<file path="src/rtl/td4_port_monitor.sv">
// Host-side peer of the TD4 I/O ports: drives in_port and logs timestamped out_port changes in a FIFO.
// Define TD4_PORT_MON_PC_EN to record pc_out in each entry; otherwise the pc field reads zero.
module td4_port_monitor #(
    parameter int unsigned DEPTH = 8,
    parameter int unsigned TS_W  = 12
) (
    input  logic                     i_clock,
    input  logic                     i_reset,
    input  logic [3:0]               i_out_port,
    input  logic [3:0]               i_pc_out,
    output logic [3:0]               o_in_port,
    input  logic [3:0]               i_host_in_data,
    input  logic                     i_host_in_we,
    output logic [TS_W+7:0]          o_cap_data,
    output logic                     o_cap_valid,
    input  logic                     i_cap_ready,
    output logic [$clog2(DEPTH):0]   o_cap_count,
    output logic                     o_overflow,
    input  logic                     i_clear
);

    localparam int unsigned AW = $clog2(DEPTH);
    localparam logic [AW:0] FULL_COUNT = DEPTH[AW:0];

    logic [TS_W+7:0] r_mem [DEPTH];
    logic [AW-1:0]   r_rd_ptr;
    logic [AW-1:0]   r_wr_ptr;
    logic [AW:0]     r_count;
    logic [TS_W-1:0] r_ts;
    logic [3:0]      r_prev;
    logic [3:0]      r_in_port;
    logic            r_overflow;
    logic [TS_W+7:0] r_cap_data;

    logic [3:0]      w_pc;
    logic [TS_W+7:0] w_entry;
    logic            w_change;
    logic            w_pop;
    logic            w_full;
    logic            w_push;
    logic            w_drop;
    logic [AW-1:0]   w_rd_next;
    logic [AW-1:0]   w_wr_next;
    logic [AW:0]     w_count_next;
    logic [TS_W+7:0] w_head_next;

`ifdef TD4_PORT_MON_PC_EN
    assign w_pc = i_pc_out;
`else
    logic w_unused_pc;
    assign w_unused_pc = ^i_pc_out;
    assign w_pc        = 4'b0000;
`endif

    assign w_entry = {r_ts, w_pc, i_out_port};

    always_comb begin
        w_change     = (i_out_port != r_prev);
        w_pop        = (r_count != '0) && i_cap_ready;
        w_full       = (r_count == FULL_COUNT);
        // A pop frees the slot the push needs, so full+pop+change is accepted.
        w_push       = w_change && (!w_full || w_pop);
        w_drop       = w_change && w_full && !w_pop;
        w_rd_next    = w_pop  ? r_rd_ptr + 1'b1 : r_rd_ptr;
        w_wr_next    = w_push ? r_wr_ptr + 1'b1 : r_wr_ptr;
        w_count_next = r_count;
        if (w_push && !w_pop) begin
            w_count_next = r_count + 1'b1;
        end else if (w_pop && !w_push) begin
            w_count_next = r_count - 1'b1;
        end
        // The new entry becomes head only when nothing older remains after this edge.
        w_head_next = (w_push && (r_wr_ptr == w_rd_next)) ? w_entry : r_mem[w_rd_next];
    end

    always_ff @(posedge i_clock) begin
        if (i_reset) begin
            r_rd_ptr   <= '0;
            r_wr_ptr   <= '0;
            r_count    <= '0;
            r_ts       <= '0;
            r_prev     <= '0;
            r_in_port  <= '0;
            r_overflow <= 1'b0;
            r_cap_data <= '0;
        end else begin
            r_ts   <= r_ts + 1'b1;
            r_prev <= i_out_port;
            if (i_host_in_we) begin
                r_in_port <= i_host_in_data;
            end
            if (i_clear) begin
                r_rd_ptr   <= '0;
                r_wr_ptr   <= '0;
                r_count    <= '0;
                r_overflow <= 1'b0;
                r_cap_data <= '0;
            end else begin
                r_rd_ptr   <= w_rd_next;
                r_wr_ptr   <= w_wr_next;
                r_count    <= w_count_next;
                r_cap_data <= w_head_next;
                if (w_drop) begin
                    r_overflow <= 1'b1;
                end
            end
        end
    end

    always_ff @(posedge i_clock) begin
        if (!i_reset && !i_clear && w_push) begin
            r_mem[r_wr_ptr] <= w_entry;
        end
    end

    assign o_in_port   = r_in_port;
    assign o_cap_data  = r_cap_data;
    assign o_cap_valid = (r_count != '0);
    assign o_cap_count = r_count;
    assign o_overflow  = r_overflow;

endmodule

</file>
<file path="config.mk">
export PLATFORM = sky130hd
export DESIGN_NAME = td4_port_monitor
export DESIGN_NICKNAME = d
export VERILOG_FILES = /design/src/rtl/td4_port_monitor.sv
export SDC_FILE = /design/constraint.sdc
export NUM_CORES = 1
export LEC_CHECK = 0
export ABC_AREA = 1
export CAP_MARGIN = 20
export CORE_MARGIN = 2
export CORE_UTILIZATION = 50
export CTS_CLUSTER_DIAMETER = 150
export DETAILED_ROUTE_END_ITERATION = 6
export GPL_TIMING_DRIVEN = 0
export PLACE_DENSITY_LB_ADDON = 0.25
export SLEW_MARGIN = 20
export SYNTH_ARGS = -nofsm -noshare
export SYNTH_HDL_FRONTEND = slang
export SYNTH_SLANG_ARGS = --single-unit
</file>
<file path="constraint.sdc">
create_clock -name i_clock -period 2.3 [get_ports i_clock]
set_clock_uncertainty 0.05 [all_clocks]
set_input_delay 0.46 -clock i_clock [delete_from_list [all_inputs] [get_ports i_clock]]
set_output_delay 0.46 -clock i_clock [all_outputs]
set_load 0.03 [all_outputs]
</file>
==> results by group, run 1 <==
Global routing
  • Total congestion overflow: 0
  • Largest net degree at the start of global routing: 17
  • Global-route wire length before repair: 27000 um
  • Initial antenna violation count: 0
  • Global-route usage over all layers: 22.3%
  • Vias in the first global route: 5206

Synthesis
  • Mapped Cells: 758
  • #FFs+latches synth: 175
  • Area share of the largest cell type after synthesis: 51.4%
  • Synth Warn #: 0
  • Synth Area in Simple Gates: 26.9%
  • Largest family of logic cells by synthesized area: simple AND/OR/NAND/NOR gates
  • Post-synthesis compound-gate area fraction: 1.91%
  • EDFF count, synth: 128
  • Commonest cells post-synth: nand2_1 (189), edfxtp_1 (128), nand3_1 (120), nor2_1 (95), inv_1 (55)
  • Post-Synth XOR/XNOR Area: 0.234%
  • Syn_area_per_cell: 9.86 sq um
  • Primary FF master, synth: edfxtp_1
  • Cell type with the largest total area after synthesis: edfxtp_1
  • Most frequent cell after synthesis: nand2_1
  • Top cells by area, synth: edfxtp_1 (51%), dfxtp_1 (13%), nand2_1 (9.5%)
  • Fraction of synthesized area in multiplexers: 0%
  • Ys async rst share: 0%
  • Post-Syn Area: 7480 sq um
  • Adder-Cell Fraction of Synth Area: 1.27%
  • Library cells used by synthesis: 27
  • Sequential area share after synthesis: 64.0%

Floorplan
  • Die height: 126 um
  • Die Wd: 126 um
  • Core area: 14600 sq um
  • Initial core utilization: 51.2%
  • Die area: 15900 sq um
  • Row cnt: 44
  • I/O pins: 47

Drt
  • # DRC: 0
  • Vias per inst: 5.32
  • Starting DRC count in detailed routing: 586
  • DR vias: 5423
  • WL per Instance: 16.8 um
  • Pre-antenna DRT Iters: 5
  • Routed WL: 17200 um
  • Detail Route Antenna Nets: 0

Clocking
  • Clock latency on the worst-skew pair: 0.43 ns
  • # clock sinks: 175
  • Clock Path Buffers: 2
  • Clock H-tree levels: 4
  • CTS Root Buffer Type: clkbuf_16
  • Clock-pin transition on the worst setup and hold timing paths: 0.06 ns
  • Cts bufs inserted: 17
  • Number of buffers inserted by hold repair at cts: 0
  • CTS tree: done

Cells and area
  • Layout cell share with drive strength beyond 1: 15.9%
  • Antenna fix cells: 0
  • # nets final: 847
  • Area growth syn-to-layout: 17.6%
  • Fin area: 8790 sq um

Hold path
  • Hold Crit Class: input port to register

STA
  • Normalized max-slew margin: 64.1%
  • Unrepaired setup endpoints after global routing: yes
  • Setup violations, final: 0
  • Measured slew at the worst slew-check pin: 0.539 ns
  • Period minus WS final: 2.23 ns
  • Hold WS: 0.311 ns
  • Final Hold Fails: 0
  • Final period utilization: 97.1%
  • Slew Limit Fails: 0
  • Max Fclk: 0.448 GHz

Placed design
  • Placed Instance Area: 8170 sq um
  • Routability cong.: 0.872
  • HPWL Detailed: 12100 um
  • PortBufs: 38

Setup path
  • CP startpoint kind: register
  • Reg2reg end: r_mem[5][8]
  • Worst EP required: 2.39 ns
  • Crit. End Element: register
  • Arrival @ worst endpoint: 2.32 ns
  • Crit Reg-Reg Startpoint: o_cap_count[1]
  • Register-to-Register Path Depth: 7
  • Worst Setup Path Type: register to register
  • Critical path origin: o_cap_count[1]
  • Worst setup path endpoint: r_mem[5][8]
  • Crit Path Max Fanout: 13
  • FF-to-FF setup slack: 0.07 ns

Power and ir drop
  • Cell Pwr Density: 983 nW/um^2
  • Leak: 3.51 nW
  • Peak supply drop: 0.000665 V

Flow run
  • MaxCap Viol Count: 0

Status
  • Status: finished clean
## stage by stage
step	setup TNS, ns	power, mW	utilization (%)	setup slack (ns)	cells
finish	0	8.65	60.3	0.0669	1020
CTS	0	8.65	60.0	0.0217	1020
global route	-2.16	9.01	60.3	-0.188	1020
detailed placement	-103.84	5.83	56.0	-1.08	987
global placement	-174.14	5.77	55.5	-1.52	983
floorplan	-0.839	5.14	-	-0.0131	761
## power breakdown
part           internal, mW  switching (mW)  total (mW)  leakage, nW
Sequential             3.48          0.0736        3.56         1.61
Combinational         0.740            1.51        2.25         1.61
Clock                  1.61            1.22        2.84        0.286
## flip-flops by register name (all words and copies together) (netlist names)
signal       count
o_in_port        4
o_cap_count      4
r_wr_ptr         3
r_ts            12
r_prev           4
r_rd_ptr         3
r_mem          128
o_cap_data      16
o_overflow       1
## how the worst min path moves through the flow
stage | from | endpoint | slack [ns] | cells after the start
floorplan | r_wr_ptr[0] | r_wr_ptr[0] | 0.44 | 2
global placement | o_overflow | o_overflow | 0.41 | 2
detailed placement | o_overflow | o_overflow | 0.42 | 2
CTS | i_out_port[0] | r_mem[0][0] | 0.31 | 1
global route | i_out_port[1] | r_mem[2][1] | 0.32 | 1
finish | i_out_port[1] | r_mem[4][1] | 0.31 | 1
## repair_timing
| item | CTS | global route |
|---|---|---|
| gates resized for setup | 29 | 9 |
| pin swaps | 2 | 1 |
| endpoints found under the hold margin | 0 | 0 |
| endpoints found under the setup margin | 131 | 65 |
| buffers inserted | 1 | 0 |
## placed cells by master (no fill, tap or decap), types with 3 or more instances in the layout
cell             instances
a21oi_1                 14
buf_2                   23
buf_4                    9
buf_6                    6
clkbuf_1                 3
clkbuf_16               17
clkdlybuf4s50_1         32
clkinv_2                 4
conb_1                   4
dfxtp_1                 46
edfxtp_1               128
ha_1                     5
inv_1                   54
inv_2                    4
inv_6                    4
nand2_1                187
nand2_2                 15
nand2_4                  3
nand3_1                119
nor2_1                  86
nor2_2                  24
nor2_4                   9
nor3_1                   3
nor4_1                   3
o21ai_0                 11
## logic make-up after synthesis
family	after synthesis
AND/OR/NAND/NOR	453
flip-flops	175
buffers and inverters	92
AO/OA/AOI/OAI	28
adder cells (fa/ha/maj)	7
XOR/XNOR	2
other	1
## area by class of cell
| cell class | instances | area, sq um |
|---|---|---|
| tap | 184 | 230 |
| multi-input combinational | 494 | 2350 |
| fill | 1168 | 5800 |
| buffer | 34 | 208 |
| inverter | 58 | 218 |
| timing repair buffer | 43 | 414 |
| clock buffer | 17 | 425 |
| sequential | 175 | 4790 |
| clock inverter | 15 | 159 |
## layer usage
layer,vias up,global-route usage [%],share of wire [%]
met5,-,0,0
met4,0,8.08,2.2
met3,30,4.76,6.6
met2,196,36.3,49
met1,2562,29.7,43
li1,2635,-,-
## critical path, stage by stage, from the launching register on
cell	delay, ns
dfxtp_1	0.48
nor2_4	0.09
nand3_2	0.10
nand2_2	0.08
inv_1	0.14
nand3_1	0.31
nor2_2	0.43
buf_6	0.24
No activity file was read; power rests on OpenSTA's default activity.
==> inputs of run 2 (changes only) <==
--- a/config.mk
+++ b/config.mk
@@ -7,7 +7,7 @@
 export LEC_CHECK = 0
 export ABC_AREA = 1
 export CAP_MARGIN = 20
-export CORE_MARGIN = 2
+export CORE_MARGIN = 8
 export CORE_UTILIZATION = 50
 export CTS_CLUSTER_DIAMETER = 150
 export DETAILED_ROUTE_END_ITERATION = 6
==> run 2 against run 1 <==
Total power rose by 0.56%. First-iteration DRC count fell by 4.6%. Combinational power is essentially flat. Via count increased by 1.0%. Count of clock-buffer cells in the layout grew 2. Clock power hardly changed. Worst hold slack got worse by 0.014 ns. Non-clock buffer count increased by 1. Critical path type is now input port to register.
==> results by group, run 2 (same netlist as run 1, synthesis figures left out) <==
Status
  • Status: finished clean

Setup path
  • CP startpoint kind: input port
  • Worst Setup Path Type: input port to register
  • Register-to-Register Path Depth: 7 (unchanged)
  • Crit Reg-Reg Startpoint: o_cap_count[2]
  • Reg2reg end: r_mem[4][9]
  • Crit Path Max Fanout: 14 (+1)
  • Crit. End Element: register
  • Arrival @ worst endpoint: 2.29 ns (-0.03 ns)
  • Crit-path cells: clkdlybuf4s50_1 > nor2_1 > nand3_1 > nor2_2 > buf_6
  • Worst path slowest cell: clkdlybuf4s50_1
  • FF-to-FF setup slack: 0.15 ns (+0.08 ns)
  • Worst EP required: 2.38 ns (about the same)
  • CP max stage delay: 0.43 ns (-0.05 ns)

Drt
  • DR WL met2: 8610 um (+3.3%)
  • WL per Instance: 17.3 um (+2.7%)
  • Vias per inst: 5.36 (+0.90%)
  • Met3 WL post-DR: 1400 um (+24%)
  • Post-route met1 wirelength: 7330 um (about the same)
  • Routed WL: 17700 um (+2.8%)
  • # DRC: 0 (unchanged)
  • Detail Route Antenna Nets: 0 (unchanged)
  • Starting DRC count in detailed routing: 559 (-4.6%)
  • Top layer in use: met4
  • Pre-antenna DRT Iters: 5 (unchanged)
  • DR vias: 5477 (+1.0%)

Cells and area
  • Fill cell count: 1147 (-1.8%)
  • Commonest non-fill, non-tap cells in the layout: nand2_1 (185), edfxtp_1 (128), nand3_1 (120)
  • Fin area: 8820 sq um (+0.36%)
  • Layout cell share with drive strength beyond 1: 16.6% (+0.70 points)
  • Largest register FFs: 128 (unchanged)
  • Antenna fix cells: 0 (unchanged)
  • Footprint of the multi-input gates: 2370 sq um (+0.53%)
  • Largest Register: r_mem
  • Area growth syn-to-layout: 18.0%
  • Most common cell after layout, fill and taps aside: nand2_1
  • # nets final: 848 (+0.12%)
  • FF/Latch Area: 4790 sq um (+0.10%)

Clocking
  • # clock sinks: 175 (unchanged)
  • Cts bufs inserted: 17 (unchanged)
  • CTS Root Buffer Type: clkbuf_16
  • Clock-pin transition on the worst setup and hold timing paths: 0.07 ns (about the same)
  • Clock latency on the worst-skew pair: 0.43 ns (about the same)
  • Clock Path Buffers: 2 (unchanged)
  • CTS tree: done
  • Clock H-tree levels: 4 (unchanged)

STA
  • Slew Limit Fails: 0 (unchanged)
  • Period minus WS final: 2.20 ns (-0.0285 ns)
  • Measured slew at the worst slew-check pin: 0.579 ns (+0.0398 ns)
  • Final period utilization: 95.9% (-1.2 points)
  • Sum of negative setup slack: 0 ns (unchanged)
  • Final Hold Fails: 0 (unchanged)
  • Hold WS: 0.297 ns (-0.0144 ns)
  • Max Fclk: 0.454 GHz (+1.3%)
  • Setup violations, final: 0 (unchanged)
  • Normalized max-slew margin: 61.1% (-3.0 points)

Hold path
  • Hold path depth: 1 (unchanged)
  • Worst Hold End: r_mem[7][3]
  • Hold Crit Class: input port to register
  • Min-delay src: i_out_port[3]

Floorplan
  • Core area: 14600 sq um (unchanged)
  • Initial core utilization: 51.2% (unchanged)
  • Die height: 138 um (+9.5%)
  • Row cnt: 44 (unchanged)
  • Die Wd: 138 um (+9.5%)
  • I/O pins: 47 (unchanged)
  • Die area: 19100 sq um (+20%)

Global routing
  • Global-route wire length before repair: 27800 um (+3.1%)
  • Total congestion overflow: 0 (unchanged)
  • Initial antenna violation count: 0 (unchanged)
  • Global-route usage over all layers: 18.6% (-3.6 points)
  • Largest net degree at the start of global routing: 17 (unchanged)
  • Vias in the first global route: 5293 (+1.7%)

Placed design
  • Placed Instance Area: 8160 sq um (about the same)
  • Routability cong.: 0.867 (-0.64%)
  • PortBufs: 38 (unchanged)
  • HPWL Detailed: 12300 um (+1.9%)

Power and ir drop
  • P_int: 5.90 mW (+1.2%)
  • Reg power frac: 40.9% (-0.2 points)
  • Clock network fraction of total power: 32.8% (about the same)
  • Psw: 2.79 mW (-0.67%)
  • Comb power frac: 26.2% (about the same)
  • Switch share: 32.1% (-0.40 points)
  • Leak: 3.52 nW (+0.29%)
  • Total power: 8.69 mW (+0.56%)
  • Peak supply drop: 0.000629 V (-5.4%)
  • Cell Pwr Density: 985 nW/um^2 (+0.20%)

Flow run
  • MaxCap Viol Count: 0 (unchanged)
run 2: changes by cell type in the layout (fill, tap and decap cells not counted), sizes merged:
cell / before / now
clkinv: 6 / 5
buf: 39 / 40
clkinvlp: 2 / 4
inv: 63 / 60
dlygate4sd2: 2 / 1
dlymetal6s2s: 0 / 1
clkbuf: 21 / 23
run 2: per-stage QoR:
stage	cells	setup slack, ns	util (%)
6_report	1021	0.0954	60.5
5_1_grt	1021	-0.00391	60.5
4_1_cts	1019	0.000291	60.1
3_5_place_dp	987	-1.14	56.0
3_3_place_gp	983	-1.46	55.5
2_1_floorplan	761	-0.0131	-
run 2: area by class of cell:
cell class | count | share of cell area, %
Inverter | 58 | 2.47
Clock buffer | 19 | 5.13
Buffer | 34 | 2.33
Clock inverter | 13 | 1.56
Tap cell | 184 | 2.61
Multi-Input combinational cell | 494 | 26.8
Timing Repair Buffer | 44 | 4.81
Sequential cell | 175 | 54.3
run 2: power groups by stage:
stage	clock network [mW]	logic, mW	registers (mW)
final	2.85	2.28	3.56
after global routing	2.99	2.50	3.57
after CTS	2.88	2.25	3.56
after detailed placement	0	2.22	3.62
after global placement	0	2.16	3.61
after floorplan	0	1.39	3.75
run 2: per-layer routing:
metal / up-vias / global-route usage (%)
li1: 2638 / -
met1: 2591 / 23.8
met2: 226 / 30.5
met3: 22 / 3.77
met4: 0 / 7.38
met5: - / 0
run 2: what timing repair did:
item,4_1_cts,5_1_grt
endpoints found under the hold margin,0,0
pin swaps,1,2
setup endpoints to repair,128,92
resized for setup,30,16
hold buffers,0,0
buffers inserted,0,2
run 2: worst max path at each step:
stage | from | endpoint | slack, ns | depth (start not counted)
5_1_grt | r_prev[1] | o_cap_count[3] | -0.004 | 18
6_report | i_reset | r_mem[4][9] | 0.1 | 5
3_3_place_gp | i_out_port[1] | r_mem[7][13] | -1.46 | 10
4_1_cts | o_cap_count[1] | o_cap_count[3] | 0.0003 | 15
2_1_floorplan | o_cap_count[1] | r_mem[0][0] | -0.01 | 6
3_5_place_dp | i_out_port[1] | o_cap_count[3] | -1.14 | 19
run 2: worst max-delay path, delay by kind of cell:
family                 cells  cell delay [ns]
buffers and inverters      2             0.67
AND/OR/NAND/NOR            3             1.14
